--- src/rtl/pkt_builder_pkg.sv ---
// Shared types and constants for the exchange packet builder.
// Field order helper matches the parser's byte-swap view of the wire.
package pkt_pkg;

  typedef enum logic [1:0] {
    IDLE,
    MSG,
    FLUSH
  } build_fsm_t;

  localparam int HDR_BYTES  = 2;
  localparam int LEN_BYTES  = 2;
  localparam int BEAT_BYTES = 8;
  localparam int ACC_BYTES  = 24;
  localparam int APP_BYTES  = LEN_BYTES + BEAT_BYTES;

  // First wire byte lands in [15:8].
  function automatic logic [15:0] be16(input logic [15:0] v);
    logic [1:0][7:0] w;
    w[1] = v[15:8];
    w[0] = v[7:0];
    return w;
  endfunction

endpackage

--- src/rtl/pkt_builder_if.sv ---
// Avalon-ST style stream bundle used on both sides of the builder.
// The sink side ignores error; the source side drives it.
interface avalon_stream;

  logic [63:0] data;
  logic        valid;
  logic        ready;
  logic        sop;
  logic        eop;
  logic [2:0]  empty;
  logic        error;

  modport master (
    output data, valid, sop, eop, empty, error,
    input  ready
  );

  modport slave (
    input  data, valid, sop, eop, empty,
    output ready
  );

endinterface

--- src/rtl/pkt_builder_byte_acc.sv ---
// Byte queue for the builder: header load, append up to 10 bytes,
// and drain one 8-byte word from the front, all in one cycle.
module pkt_byte_acc #(
  parameter int BYTES = 24
) (
  input  logic        clk,
  input  logic        reset_n,
  input  logic        load_i,
  input  logic [15:0] load_hdr_i,
  input  logic        drain_i,
  input  logic        app_en_i,
  input  logic [3:0]  app_n_i,
  input  logic [79:0] app_data_i,
  output logic [63:0] word_o,
  output logic [4:0]  bytes_o
);
  import pkt_pkg::*;

  localparam int W = BYTES * 8;

  logic [W-1:0]  acc_q, acc_d, base;
  logic [4:0]    cnt_q, cnt_d, cnt_base;
  logic [79:0]   app_mask;
  logic [W-1:0]  app_ext;

  // Bytes past cnt_q are kept zero so append can simply OR in.
  always_comb begin
    base     = drain_i ? {acc_q[W-65:0], 64'h0} : acc_q;
    cnt_base = cnt_q;
    if (drain_i)
      cnt_base = (cnt_q >= 5'd8) ? cnt_q - 5'd8 : 5'd0;
    app_mask = ~({80{1'b1}} >> {app_n_i, 3'b000});
    app_ext  = {app_data_i & app_mask, {(W-80){1'b0}}}
               >> {cnt_base, 3'b000};
    acc_d    = base;
    cnt_d    = cnt_base;
    if (app_en_i) begin
      acc_d = base | app_ext;
      cnt_d = cnt_base + {1'b0, app_n_i};
    end
    if (load_i) begin
      acc_d = {load_hdr_i, {(W-16){1'b0}}};
      cnt_d = 5'(HDR_BYTES);
    end
  end

  always_ff @(posedge clk) begin
    if (!reset_n) begin
      acc_q <= '0;
      cnt_q <= '0;
    end else begin
      acc_q <= acc_d;
      cnt_q <= cnt_d;
    end
  end

  assign word_o  = acc_q[W-1 -: 64];
  assign bytes_o = cnt_q;

endmodule

--- src/rtl/pkt_builder.sv ---
// Packs a message stream into count/length-prefixed 64-bit packets.
// Handshake outputs depend on registers only, never on valid/ready.
module pkt_builder #(
  parameter bit LEN_CHECK = 1'b1,
  parameter int ACC_BYTES = 24
) (
  input  logic         clk,
  input  logic         reset_n,
  avalon_stream.slave  message,
  input  logic [15:0]  msg_len,
  input  logic [15:0]  cfg_msg_count,
  avalon_stream.master data_packet,
  output logic         busy
);
  import pkt_pkg::*;

  localparam logic [4:0] RDY_MAX = 5'(ACC_BYTES - APP_BYTES);

  build_fsm_t  state_q;
  logic [15:0] msg_rem_q, len_q, bcnt_q;
  logic        first_q, pkt_err_q, in_msg_q;

  logic [63:0] word;
  logic [4:0]  acc_bytes, emp_w;
  logic        is_flush, pv, peop, drain;
  logic        mready, take, start, len_bad;
  logic [3:0]  dbytes, app_n;
  logic [79:0] app_data;
  logic [15:0] bsum, blen;

  always_comb begin
    is_flush = state_q == FLUSH;
    pv       = acc_bytes >= 5'd8 ||
               (is_flush && acc_bytes != 5'd0);
    peop     = pv && is_flush && acc_bytes <= 5'd8;
    drain    = pv && data_packet.ready;
    mready   = state_q == MSG && acc_bytes <= RDY_MAX;
    take     = mready && message.valid;
    start    = state_q == IDLE && message.valid && message.sop;
    dbytes   = message.eop ? 4'd8 - {1'b0, message.empty} : 4'd8;
    app_n    = message.sop ? dbytes + 4'(LEN_BYTES) : dbytes;
    app_data = message.sop ? {be16(msg_len), message.data}
                           : {message.data, 16'h0};
    bsum     = (message.sop ? 16'h0 : bcnt_q) + {12'h0, dbytes};
    blen     = message.sop ? msg_len : len_q;
    len_bad  = LEN_CHECK && message.eop && bsum != blen;
    emp_w    = 5'd8 - acc_bytes;
  end

  pkt_byte_acc #(.BYTES(ACC_BYTES)) u_acc (
    .clk        (clk),
    .reset_n    (reset_n),
    .load_i     (start),
    .load_hdr_i (be16(cfg_msg_count)),
    .drain_i    (drain),
    .app_en_i   (take),
    .app_n_i    (app_n),
    .app_data_i (app_data),
    .word_o     (word),
    .bytes_o    (acc_bytes)
  );

  always_ff @(posedge clk) begin
    if (!reset_n) begin
      state_q   <= IDLE;
      msg_rem_q <= '0;
      len_q     <= '0;
      bcnt_q    <= '0;
      first_q   <= 1'b1;
      pkt_err_q <= 1'b0;
      in_msg_q  <= 1'b0;
    end else begin
      if (drain)
        first_q <= 1'b0;
      unique case (state_q)
        IDLE: if (start) begin
          state_q   <= MSG;
          msg_rem_q <= cfg_msg_count;
          first_q   <= 1'b1;
          pkt_err_q <= cfg_msg_count == 16'h0;
          in_msg_q  <= 1'b0;
        end
        MSG: if (take) begin
          if (message.sop)
            len_q <= msg_len;
          bcnt_q   <= bsum;
          in_msg_q <= !message.eop;
          if ((message.sop && in_msg_q) || len_bad)
            pkt_err_q <= 1'b1;
          if (message.eop) begin
            if (msg_rem_q != 16'h0)
              msg_rem_q <= msg_rem_q - 16'h1;
            // A zero count still closes after one message.
            if (msg_rem_q <= 16'h1)
              state_q <= FLUSH;
          end
        end
        FLUSH: if (drain && peop)
          state_q <= IDLE;
        default: state_q <= IDLE;
      endcase
    end
  end

  assign data_packet.data  = word;
  assign data_packet.valid = pv;
  assign data_packet.sop   = pv && first_q;
  assign data_packet.eop   = peop;
  assign data_packet.empty = peop ? emp_w[2:0] : 3'd0;
  assign data_packet.error = peop && pkt_err_q;
  assign message.ready     = mready;
  assign busy              = state_q != IDLE;

endmodule

--- src/flat_wrapper.sv ---
// flat-port wrapper written by rule: the top's interface ports become plain ports
module pkt_builder_flat import pkt_pkg::*;
#(
  parameter bit LEN_CHECK = 1'b1,
  parameter int ACC_BYTES = 24
)
  (clk, reset_n, msg_len, cfg_msg_count, busy, message_data, message_valid, message_sop, message_eop, message_empty, message_ready, data_packet_data, data_packet_valid, data_packet_sop, data_packet_eop, data_packet_empty, data_packet_error, data_packet_ready);
  avalon_stream message_i ();
  avalon_stream data_packet_i ();
  input  logic clk;
  input  logic reset_n;
  input  logic [15:0] msg_len;
  input  logic [15:0] cfg_msg_count;
  output logic busy;
  input wire logic [$bits(message_i.data)-1:0] message_data;
  input wire logic [$bits(message_i.valid)-1:0] message_valid;
  input wire logic [$bits(message_i.sop)-1:0] message_sop;
  input wire logic [$bits(message_i.eop)-1:0] message_eop;
  input wire logic [$bits(message_i.empty)-1:0] message_empty;
  output wire logic [$bits(message_i.ready)-1:0] message_ready;
  output wire logic [$bits(data_packet_i.data)-1:0] data_packet_data;
  output wire logic [$bits(data_packet_i.valid)-1:0] data_packet_valid;
  output wire logic [$bits(data_packet_i.sop)-1:0] data_packet_sop;
  output wire logic [$bits(data_packet_i.eop)-1:0] data_packet_eop;
  output wire logic [$bits(data_packet_i.empty)-1:0] data_packet_empty;
  output wire logic [$bits(data_packet_i.error)-1:0] data_packet_error;
  input wire logic [$bits(data_packet_i.ready)-1:0] data_packet_ready;
  assign message_i.data = message_data;
  assign message_i.valid = message_valid;
  assign message_i.sop = message_sop;
  assign message_i.eop = message_eop;
  assign message_i.empty = message_empty;
  assign message_ready = message_i.ready;
  assign data_packet_data = data_packet_i.data;
  assign data_packet_valid = data_packet_i.valid;
  assign data_packet_sop = data_packet_i.sop;
  assign data_packet_eop = data_packet_i.eop;
  assign data_packet_empty = data_packet_i.empty;
  assign data_packet_error = data_packet_i.error;
  assign data_packet_i.ready = data_packet_ready;
  pkt_builder #(.LEN_CHECK(LEN_CHECK), .ACC_BYTES(ACC_BYTES)) u_core (.clk(clk), .reset_n(reset_n), .message(message_i), .msg_len(msg_len), .cfg_msg_count(cfg_msg_count), .data_packet(data_packet_i), .busy(busy));
endmodule
--- config.mk ---
export PLATFORM = sky130hd
export DESIGN_NAME = pkt_builder_flat
export DESIGN_NICKNAME = d
export VERILOG_FILES = /design/src/rtl/pkt_builder_pkg.sv /design/src/rtl/pkt_builder_if.sv /design/src/rtl/pkt_builder_byte_acc.sv /design/src/rtl/pkt_builder.sv /design/src/flat_wrapper.sv
export SDC_FILE = /design/constraint.sdc
export NUM_CORES = 1
export LEC_CHECK = 0
export CORE_MARGIN = 2
export CORE_UTILIZATION = 25
export CTS_BUF_LIST = sky130_fd_sc_hd__clkbuf_2
export DETAILED_ROUTE_END_ITERATION = 10
export PLACE_DENSITY_LB_ADDON = 0.12
export SLEW_MARGIN = 0
export SYNTH_ARGS = -nofsm -noshare
export SYNTH_HDL_FRONTEND = slang
export SYNTH_HIERARCHICAL = 1
export SYNTH_SLANG_ARGS = --single-unit
--- constraint.sdc ---
create_clock -name clk -period 4.55 [get_ports clk]
set_clock_uncertainty 0.05 [all_clocks]
set_input_delay 1.365 -clock clk [delete_from_list [all_inputs] [get_ports clk]]
set_output_delay 1.365 -clock clk [all_outputs]
set_load 0.05 [all_outputs]
Word level (Yosys, flattened, before mapping)
Index checks and enable logic that the tools add are counted.
W data, S select, Z words.
{"block": "totals", "elab_cells": 100, "ff_bits": 250, "inputBits": 105, "output_inout_bits": 73}
{"block": "classes", "n_reduce_logical": 28, "n_mux": 34, "n_lt_le_gt_ge": 4, "addsub": 7, "eq_ne": 10, "n_bitwise": 4, "shift": 2}
{"op": "$mux W192", "n": 3}
{"op": "$or A192 B192 Y192", "n": 1}
{"op": "$shr A192 B8 Y192", "n": 1}
{"op": "$mux W16", "n": 6}
{"op": "$and A80 B80 Y80", "n": 1}
{"op": "$mux W80", "n": 1}
{"op": "$not A80 Y80", "n": 1}
{"op": "$shr A80 B7 Y80 const A", "n": 1}
{"op": "$pmux W16 S2", "n": 1}
{"op": "$add A16 B4 Y16", "n": 1}
{"op": "$le A16 B1 Y1 const B", "n": 1}
{"op": "$logic_not A16 Y1", "n": 1}
{"op": "$ne A16 B16 Y1", "n": 1}
{"op": "$reduce_bool A16 Y1", "n": 1}
{"op": "$sub A16 B1 Y16 const B", "n": 1}
{"op": "$mux W5", "n": 3}
{"op": "$logic_and A1 B1 Y1", "n": 13}
{"op": "$mux W2", "n": 6}
{"op": "$le A5 B4 Y1 const B", "n": 2}
{"op": "$ne A2 B2 Y1 const B", "n": 5}
{"op": "$reduce_and A5 Y1", "n": 2}
{"op": "$mux W1", "n": 8}
{"op": "$mux W4", "n": 2}
{"op": "$pmux W2 S3", "n": 1}
{"op": "other kinds (21)", "n": 25}

Longest topological paths before layout
Gate-level depths: netlist of the first run.
{"block": "depth", "depth_word": 11, "mapped_depth": 19, "mapped_depth_nobuf": 16}

Modules after synthesis
Netlist of the first run, hierarchy kept.
{"module": "pkt_byte_acc", "area_per_inst_um2": 14300.0, "cells_each": 1817, "seq_area_each_um2": 3943.8, "n_inst": 1}
{"module": "pkt_builder", "area_per_inst_um2": 4659.5, "cells_each": 597, "seq_area_each_um2": 1061.0, "n_inst": 1}

Least setup slack after synthesis of the first run
Ideal clock, no wire load.
{"block": "synth_timing", "kind": "input-to-reg", "from": "input port message_sop", "to": "register u_core.u_acc.cnt_q[4], in the netlist u_core/u_acc/bytes_o[4]", "path_buffers": 7, "arrival_ns": 4.115, "path_slack_ns": 0.257, "t_required_ns": 4.372, "stages": 15, "setup_ns": 0.128, "path_cell_list": "buf_2 > buf_2 > buf_2 > buf_1 > xnor2_1 > buf_6 > buf_4 > buf_2 > inv_1 > fa_1 > nor2b_1 > o21a_1 > o21ai_0 > xnor2_1 > nor2_1"}
{"block": "synth_between", "elab_chain_len": 3, "word_cells_on_any_way": 5, "classes_between": "add/sub: 1; mux: 2; reduce/logical: 2"}
{"element": "start: declaration", "line": "flat_wrapper.sv:17", "source": "input wire logic [$bits(message_i.sop)-1:0] message_sop;"}
{"element": "$mux W4", "line": "pkt_builder.sv:41", "source": "app_n = message.sop ? dbytes + 4'(LEN_BYTES) : dbytes;"}
{"element": "named net u_core.app_n[1]", "line": "pkt_builder.sv:27", "source": "logic [3:0] dbytes, app_n;"}
{"element": "$add A5 B4 Y5", "line": "pkt_builder_byte_acc.sv:39", "source": "cnt_d = cnt_base + {1'b0, app_n_i};"}
{"element": "$mux W5", "line": "pkt_builder_byte_acc.sv:37", "source": "if (app_en_i) begin"}
{"element": "end signal: assignment", "line": "pkt_builder_byte_acc.sv:53", "source": "cnt_q <= cnt_d;"}
{"element": "end: declaration", "line": "pkt_builder_byte_acc.sv:22", "source": "logic [4:0] cnt_q, cnt_d, cnt_base;"}
The timed path passes the listed nets, and every way through them passes these cells.
A chain may end at the register's enable or synchronous reset.

Worst setup path after layout of the first run
{"block": "layout_timing", "from": "input port message_empty[0]", "to": "register u_core.u_acc.acc_q[30]"}
{"block": "layout_between", "elab_chain_len": 10}
{"element": "start: declaration", "line": "flat_wrapper.sv:19", "source": "input wire logic [$bits(message_i.empty)-1:0] message_empty;"}
{"element": "$sub A4 B3 Y4 *", "line": "pkt_builder.sv:40", "source": "dbytes = message.eop ? 4'd8 - {1'b0, message.empty} : 4'd8;"}
{"element": "$mux W4 *", "line": "pkt_builder.sv:40"}
{"element": "$add A4 B2 Y4", "line": "pkt_builder.sv:41"}
{"element": "$mux W4 *", "line": "pkt_builder.sv:41"}
{"element": "named net u_core.app_n[2]", "line": "pkt_builder.sv:27"}
{"element": "$shr A80 B7 Y80 *", "line": "pkt_builder_byte_acc.sv:32", "source": "app_mask = ~({80{1'b1}} >> {app_n_i, 3'b000});"}
{"element": "$not A80 Y80 *", "line": "pkt_builder_byte_acc.sv:32"}
{"element": "$and A80 B80 Y80 *", "line": "pkt_builder_byte_acc.sv:33", "source": "app_ext = {app_data_i & app_mask, {(W-80){1'b0}}}"}
{"element": "$shr A192 B8 Y192 *", "line": "pkt_builder_byte_acc.sv:33"}
{"element": "$or A192 B192 Y192 *", "line": "pkt_builder_byte_acc.sv:38", "source": "acc_d = base | app_ext;"}
{"element": "$mux W192 *", "line": "pkt_builder_byte_acc.sv:37"}
{"element": "end signal: assignment", "line": "pkt_builder_byte_acc.sv:49", "source": "acc_q <= '0;"}
{"element": "end signal: assignment", "line": "pkt_builder_byte_acc.sv:52", "source": "acc_q <= acc_d;"}
{"element": "end: declaration", "line": "pkt_builder_byte_acc.sv:21", "source": "logic [W-1:0] acc_q, acc_d, base;"}
The timed path passes the listed nets; every way through them passes the cells marked *.

==> results.tsv, run 1 <==
metric	value	unit
ys_warn_count	6	
placed_cells	3670	
grt_overflow	0	
critical_path.max_fanout	9	
synth_fa_ha_area_share	1.135	%
antenna_found_initial	12	
ys_types	105	
synth_top_area_share	26.40	%
nFillCells	8131	
numCtsBuffers	79	
maxSlewViolCount	0	
layout_common_cells	buf_4 (358), dfxtp_1 (250), nand2_1 (243)	
required	5.48	ns
slowest_stage	a2111oi_0	
ctsRootBufferMaster	clkbuf_2	
synth.avg_cell_area	7.854	um2
synth_top_family_by_area	compound AO/OA/AOI/OAI gates	
crit_family	compound AO/OA/AOI/OAI gates	
coreArea	74820	um2
antenna_left	0	
die_h	279.4	um
worstPathCellList	clkdlybuf4s50_1 > inv_1 > ha_1 > xnor2_1 > and2_1 > ha_1 > mux2_2 > a31o_2 > and2_1 > buf_4 > a22oi_1 > buf_4 > a211oi_1 > a2111oi_0 > nor3_1	
fin_crit	4.381	ns
synthArstFlopShare	0	%
setup_viol	0	
finalSetupTns	0	ns
vias_per_cell	5.583	
hold_path_class	reg2reg	
path_clk_slew	0.10	ns
p_per_area	263.9	nW/um2
portBuffers	177	
cts_sinks	250	
critPathLaunchType	primary input	
clock_latency	1.14	ns
worstSetupEndpointType	flip-flop	
ys_seq_elements	250	
cts_setup_buffers	0	
max_freq	228.2	MHz
path_buf_inv	4	
cts_tree	built	
tightest_slew	0.8881	ns
synth_compound_area_share	32.20	%
yosys.area_share.simple	18.35	%
die_w	279.4	um
grt_pass1_wl	153600	um
routed_wl	108900	um
drive_above_1_share	23.17	%
track_usage	27.09	%
ctsHtreeMaxLevel	3	
max-cap-violations	0	
arrival	5.31	ns
netlist_area	18960	um2
dp_hpwl	83470	um
fin_crit_sh	96.29	%
whs	0.4127	ns
synth-edff-count	0	
p_leak	9.008	nW
final_cells	3812	
synthMuxAreaShare	11.72	%
io-pin-count	178	
first_pass_iters	6	
status	finished, final reports clean	
dieArea	78060	um2
grt_max_degree	98	
area_growth	28.50	%
grt_pass1_vias	21124	
mostFrequentLayoutCell	buf_4	
cts.path.max_buffers	3	
syn-instance-count	2414	
rows	100	
dr.first_iter.drc_count	2024	
synth_xor_area_share	1.432	%
ys.flop_type	dfxtp_1	
gp_congestion	0.9554	
drc	0	
path_class	in2reg	
synth-seq-area-share	26.40	%
vias	21283	
maxSlewHeadroom	40.80	%
final-hold-violation-count	0	
wl_per_cell	28.57	um
yosysTopAreaCell	dfxtp_1	
start_util	25.34	%
ir_drop	0.1191	mV
synth_area_leaders	dfxtp_1 (26%), mux2i_1 (6.6%), o21ai_0 (4.9%)	
cpPeakStageDelay	0.61	ns
syn_nets	2535	
post-route-util	32.56	%
fin_nets	2903	
[through the flow]
stage / power [mW] / area, um2 / setup WS (ns)
after CTS: 6.489 / 24340 / 0.06146
after global routing: 6.730 / 24350 / -0.02908
final: 6.429 / 24360 / 0.1686
after global placement: 4.578 / 23650 / -0.9657
after floorplan: 3.415 / 18960 / 0.2572
after detailed placement: 4.564 / 23650 / -0.9428
[cells in the mapped netlist (22+ instances only)]
master and number:
a211oi_1 27, a21oi_1 155, a221oi_1 56, a22oi_1 32, a31oi_1 41, and2_1 50, buf_2 67, buf_4 79
clkbuf_1 97, dfxtp_1 250, inv_1 41, mux2_2 83, mux2i_1 125, nand2_1 244, nand2b_1 22, nand3_1 76
nor2_1 147, nor2b_1 67, nor3_1 30, o211ai_1 58, o21a_1 22, o21ai_0 187, o22ai_1 54, o31ai_1 23
[final timing paths]
check | startpoint | end | slack (ns) | cells after the start
min reg2reg | u_core/bcnt_q[0]$_SDFFE_PN0P_ | u_core/bcnt_q[0]$_SDFFE_PN0P_ | 0.41 | 2
min | u_core/bcnt_q[0]$_SDFFE_PN0P_ | u_core/bcnt_q[0]$_SDFFE_PN0P_ | 0.41 | 2
max reg2reg | u_core/state_q[0]$_SDFFE_PN0P_ | u_core/u_acc/acc_q[30]$_SDFF_PP0_ | 0.81 | 13
max | message_empty[0] | u_core/u_acc/acc_q[30]$_SDFF_PP0_ | 0.17 | 15
[cell type report]
cell class	count	area (um2)	share of cell area (%)
clock buffers	114	570.5	2.342
clock inverters	20	118.9	0.4879
multi-input cells	1849	12340	50.64
diodes	8	20.02	0.08217
repair buffers	556	4925	20.21
inverters	46	173.9	0.7139
flip-flops and latches	250	5005	20.54
well taps	969	1212	4.977
[cell families after synthesis]
kind of cell | count (synthesis)
mux | 210
fa+ha+maj | 16
xor+xnor | 31
compound gates | 873
flops | 250
simple gates | 719
buf+inv | 315
[sequential cells by signal, indices dropped and copies added (netlist names), 2 cells and up]
name,cells
u_core/len_q,16
u_core/state_q,2
u_core/bcnt_q,16
u_core/u_acc/acc_q,192
u_core/u_acc/bytes_o,5
u_core/msg_rem_q,16
[timing repair]
item / 4_1_cts / 5_1_grt
gates resized for setup: 0 / 1
hold buffers: 0 / 0
endpoints found under the setup margin: 0 / 4
[power by group]
group | internal (mW) | switching, mW
combinational | 0.854 | 1.43
sequential | 2.23 | 0.0419
clock | 0.728 | 1.14
[tightest hold or removal path, cell delays in order (launching register included)]
cell,delay [ns]
dfxtp_1,0.31
nand2_1,0.04
a21boi_0,0.06
[metal layers]
metal / vias up / GRT usage [%] / wire length [um]
met1: 10428 / 36.29 / 48310
met3: 180 / 3.912 / 6978
li1: 9768 / - / -
met4: 2 / 10.54 / 4139
met5: - / 0 / 13
met2: 905 / 43.83 / 49460
No activity file was read; power rests on OpenSTA's default activity.
==> inputs of run 2 (changes only) <==
--- a/config.mk
+++ b/config.mk
@@ -10,6 +10,7 @@
 export CTS_BUF_LIST = sky130_fd_sc_hd__clkbuf_2
 export DETAILED_ROUTE_END_ITERATION = 10
 export PLACE_DENSITY_LB_ADDON = 0.12
+export REMOVE_ABC_BUFFERS = 1
 export SLEW_MARGIN = 0
 export SYNTH_ARGS = -nofsm -noshare
 export SYNTH_HDL_FRONTEND = slang
==> run 2 against run 1 <==
Via count is 1.6% higher. Final cell count is 0.31% higher. Non-clock buffer count is 14 higher. Power is 1.0% higher. Sequential power hardly changed. Worst setup slack better by 0.090 ns. Sequential cell count stayed put. Design area is 0.76% higher. Highest routed layer unchanged.
==> results.tsv, run 2 (synthesized netlist as in run 1, its figures left out) <==
metric	value	unit
post-route-util	32.81	%
track_usage	28.08	%
placed_cells	3684	
vias	21628	
wl_per_cell	29.40	um
required	3.13	ns
antenna_left	0	
layout_common_cells	buf_4 (365), dfxtp_1 (250), nand2_1 (243)	
ir_drop	0.1475	mV
tightest_slew	1.418	ns
finalSetupTns	0	ns
p_per_area	264.5	nW/um2
portBuffers	177	
path_clk_slew	0.08	ns
numCtsBuffers	82	
dr.first_iter.drc_count	1987	
max_freq	233.0	MHz
fin_nets	2920	
cts_sinks	250	
r2r-start	u_core/u_acc/bytes_o[3]$_SDFF_PP0_	
grt_max_degree	90	
ctsRootBufferMaster	clkbuf_2	
grt_overflow	0	
grt_pass1_wl	158400	um
r2r_slack	0.54	ns
drive_above_1_share	23.66	%
area_growth	29.47	%
setup_viol	0	
fin_crit	4.291	ns
regArea	5005	um2
nFillCells	8095	
largest_register_ffs	192	
rows	100	
hold_path_class	reg2reg	
grt_pass1_vias	21386	
clock_latency	1.14	ns
arrival	2.88	ns
max-cap-violations	0	
coreArea	74820	um2
reg2regPathDepth	10	
cts_tree	built	
timing.final.ws_setup	0.2589	ns
drc	0	
endpoint	data_packet_valid	
vias_per_cell	5.656	
multi_input_area	12340	um2
critical_path.max_fanout	8	
rsz0062_at_grt	no	
antenna_found_initial	10	
io-pin-count	178	
die_h	279.4	um
final_cells	3824	
status	finished, final reports clean	
die_w	279.4	um
p_leak	9.142	nW
dp_worst_setup_slack	-0.7620	ns
rr_endpoint	u_core/u_acc/acc_q[83]$_SDFF_PP0_	
fin_crit_sh	94.31	%
path_class	reg2out	
worstSetupEndpointType	primary output	
first_pass_iters	7	
maxSlewViolCount	0	
cts_resized	0	
cts_setup_buffers	0	
cts.path.max_buffers	3	
gp_congestion	0.9803	
routed_wl	112400	um
top_register	u_core/u_acc/acc_q	
dp_hpwl	84920	um
mostFrequentLayoutCell	buf_4	
start_util	25.34	%
final-hold-violation-count	0	
critPathLaunchType	flip-flop	
startpoint	u_core/state_q[0]$_SDFFE_PN0P_	
hold_buffers	0	
dieArea	78060	um2
maxSlewHeadroom	4.763	%
ctsHtreeMaxLevel	3	
## run 2: cell types whose count changed in the layout (fill, tap and decap cells not counted), sizes merged
| cell | previous run | this run |
|---|---|---|
| buf | 385 | 399 |
| inv | 46 | 47 |
| dlymetal6s2s | 0 | 2 |
| clkbuf | 114 | 113 |
| clkinvlp | 2 | 1 |
| diode | 8 | 6 |
| clkdlybuf4s50 | 171 | 169 |
| clkinv | 17 | 18 |
## run 2: metrics by stage
stage                     area (um2)  hold slack [ns]  total power, mW
after floorplan                17470           0.3748            3.306
after CTS                      24530           0.4175            6.549
after detailed placement       23840           0.4083            4.571
after global routing           24540           0.4184            6.802
final                          24550           0.4161            6.493
after global placement         23840           0.4000            4.574
## run 2: area by class of cell
class                   instances  share of cell area [%]
repair buffers                570                   20.83
inverters                      46                  0.7085
flip-flops and latches        250                   20.39
clock buffers                 113                   2.304
diodes                          6                 0.06117
clock inverters                21                  0.4944
well taps                     969                   4.939
multi-input cells            1849                   50.27
## run 2: routing by layer
layer	vias up	global-route usage, %	routed length (um)
met5	-	0	13
met4	2	14.34	6362
met3	235	5.746	7682
met2	916	43.19	49060
met1	10677	37.10	49300
li1	9798	-	-
## run 2: worst min-delay path by stage
stage / from / endpoint / slack, ns / cells after the start
final: u_core/bcnt_q[0]$_SDFFE_PN0P_ / u_core/bcnt_q[0]$_SDFFE_PN0P_ / 0.42 / 2
after global routing: message_sop / u_core/len_q[4]$_SDFFE_PN0P_ / 0.42 / 3
after CTS: message_sop / u_core/len_q[5]$_SDFFE_PN0P_ / 0.42 / 3
after detailed placement: u_core/bcnt_q[0]$_SDFFE_PN0P_ / u_core/bcnt_q[0]$_SDFFE_PN0P_ / 0.41 / 2
after global placement: u_core/bcnt_q[0]$_SDFFE_PN0P_ / u_core/bcnt_q[0]$_SDFFE_PN0P_ / 0.40 / 2
after floorplan: u_core/u_acc/acc_q[9]$_SDFF_PP0_ / u_core/u_acc/acc_q[9]$_SDFF_PP0_ / 0.37 / 2
## run 2: where the power goes
part | switching, mW | internal, mW | total [mW]
registers | 0.0456 | 2.23 | 2.28
logic | 1.41 | 0.874 | 2.28
clock network | 1.20 | 0.726 | 1.93
total | 2.66 | 3.83 | 6.49
## run 2: worst max-delay path: stages, from the launching register on
cell and delay, ns:
dfxtp_1 0.42, nand2b_1 0.24, nand2b_1 0.20, nand2_1 0.11, clkdlybuf4s50_1 0.81
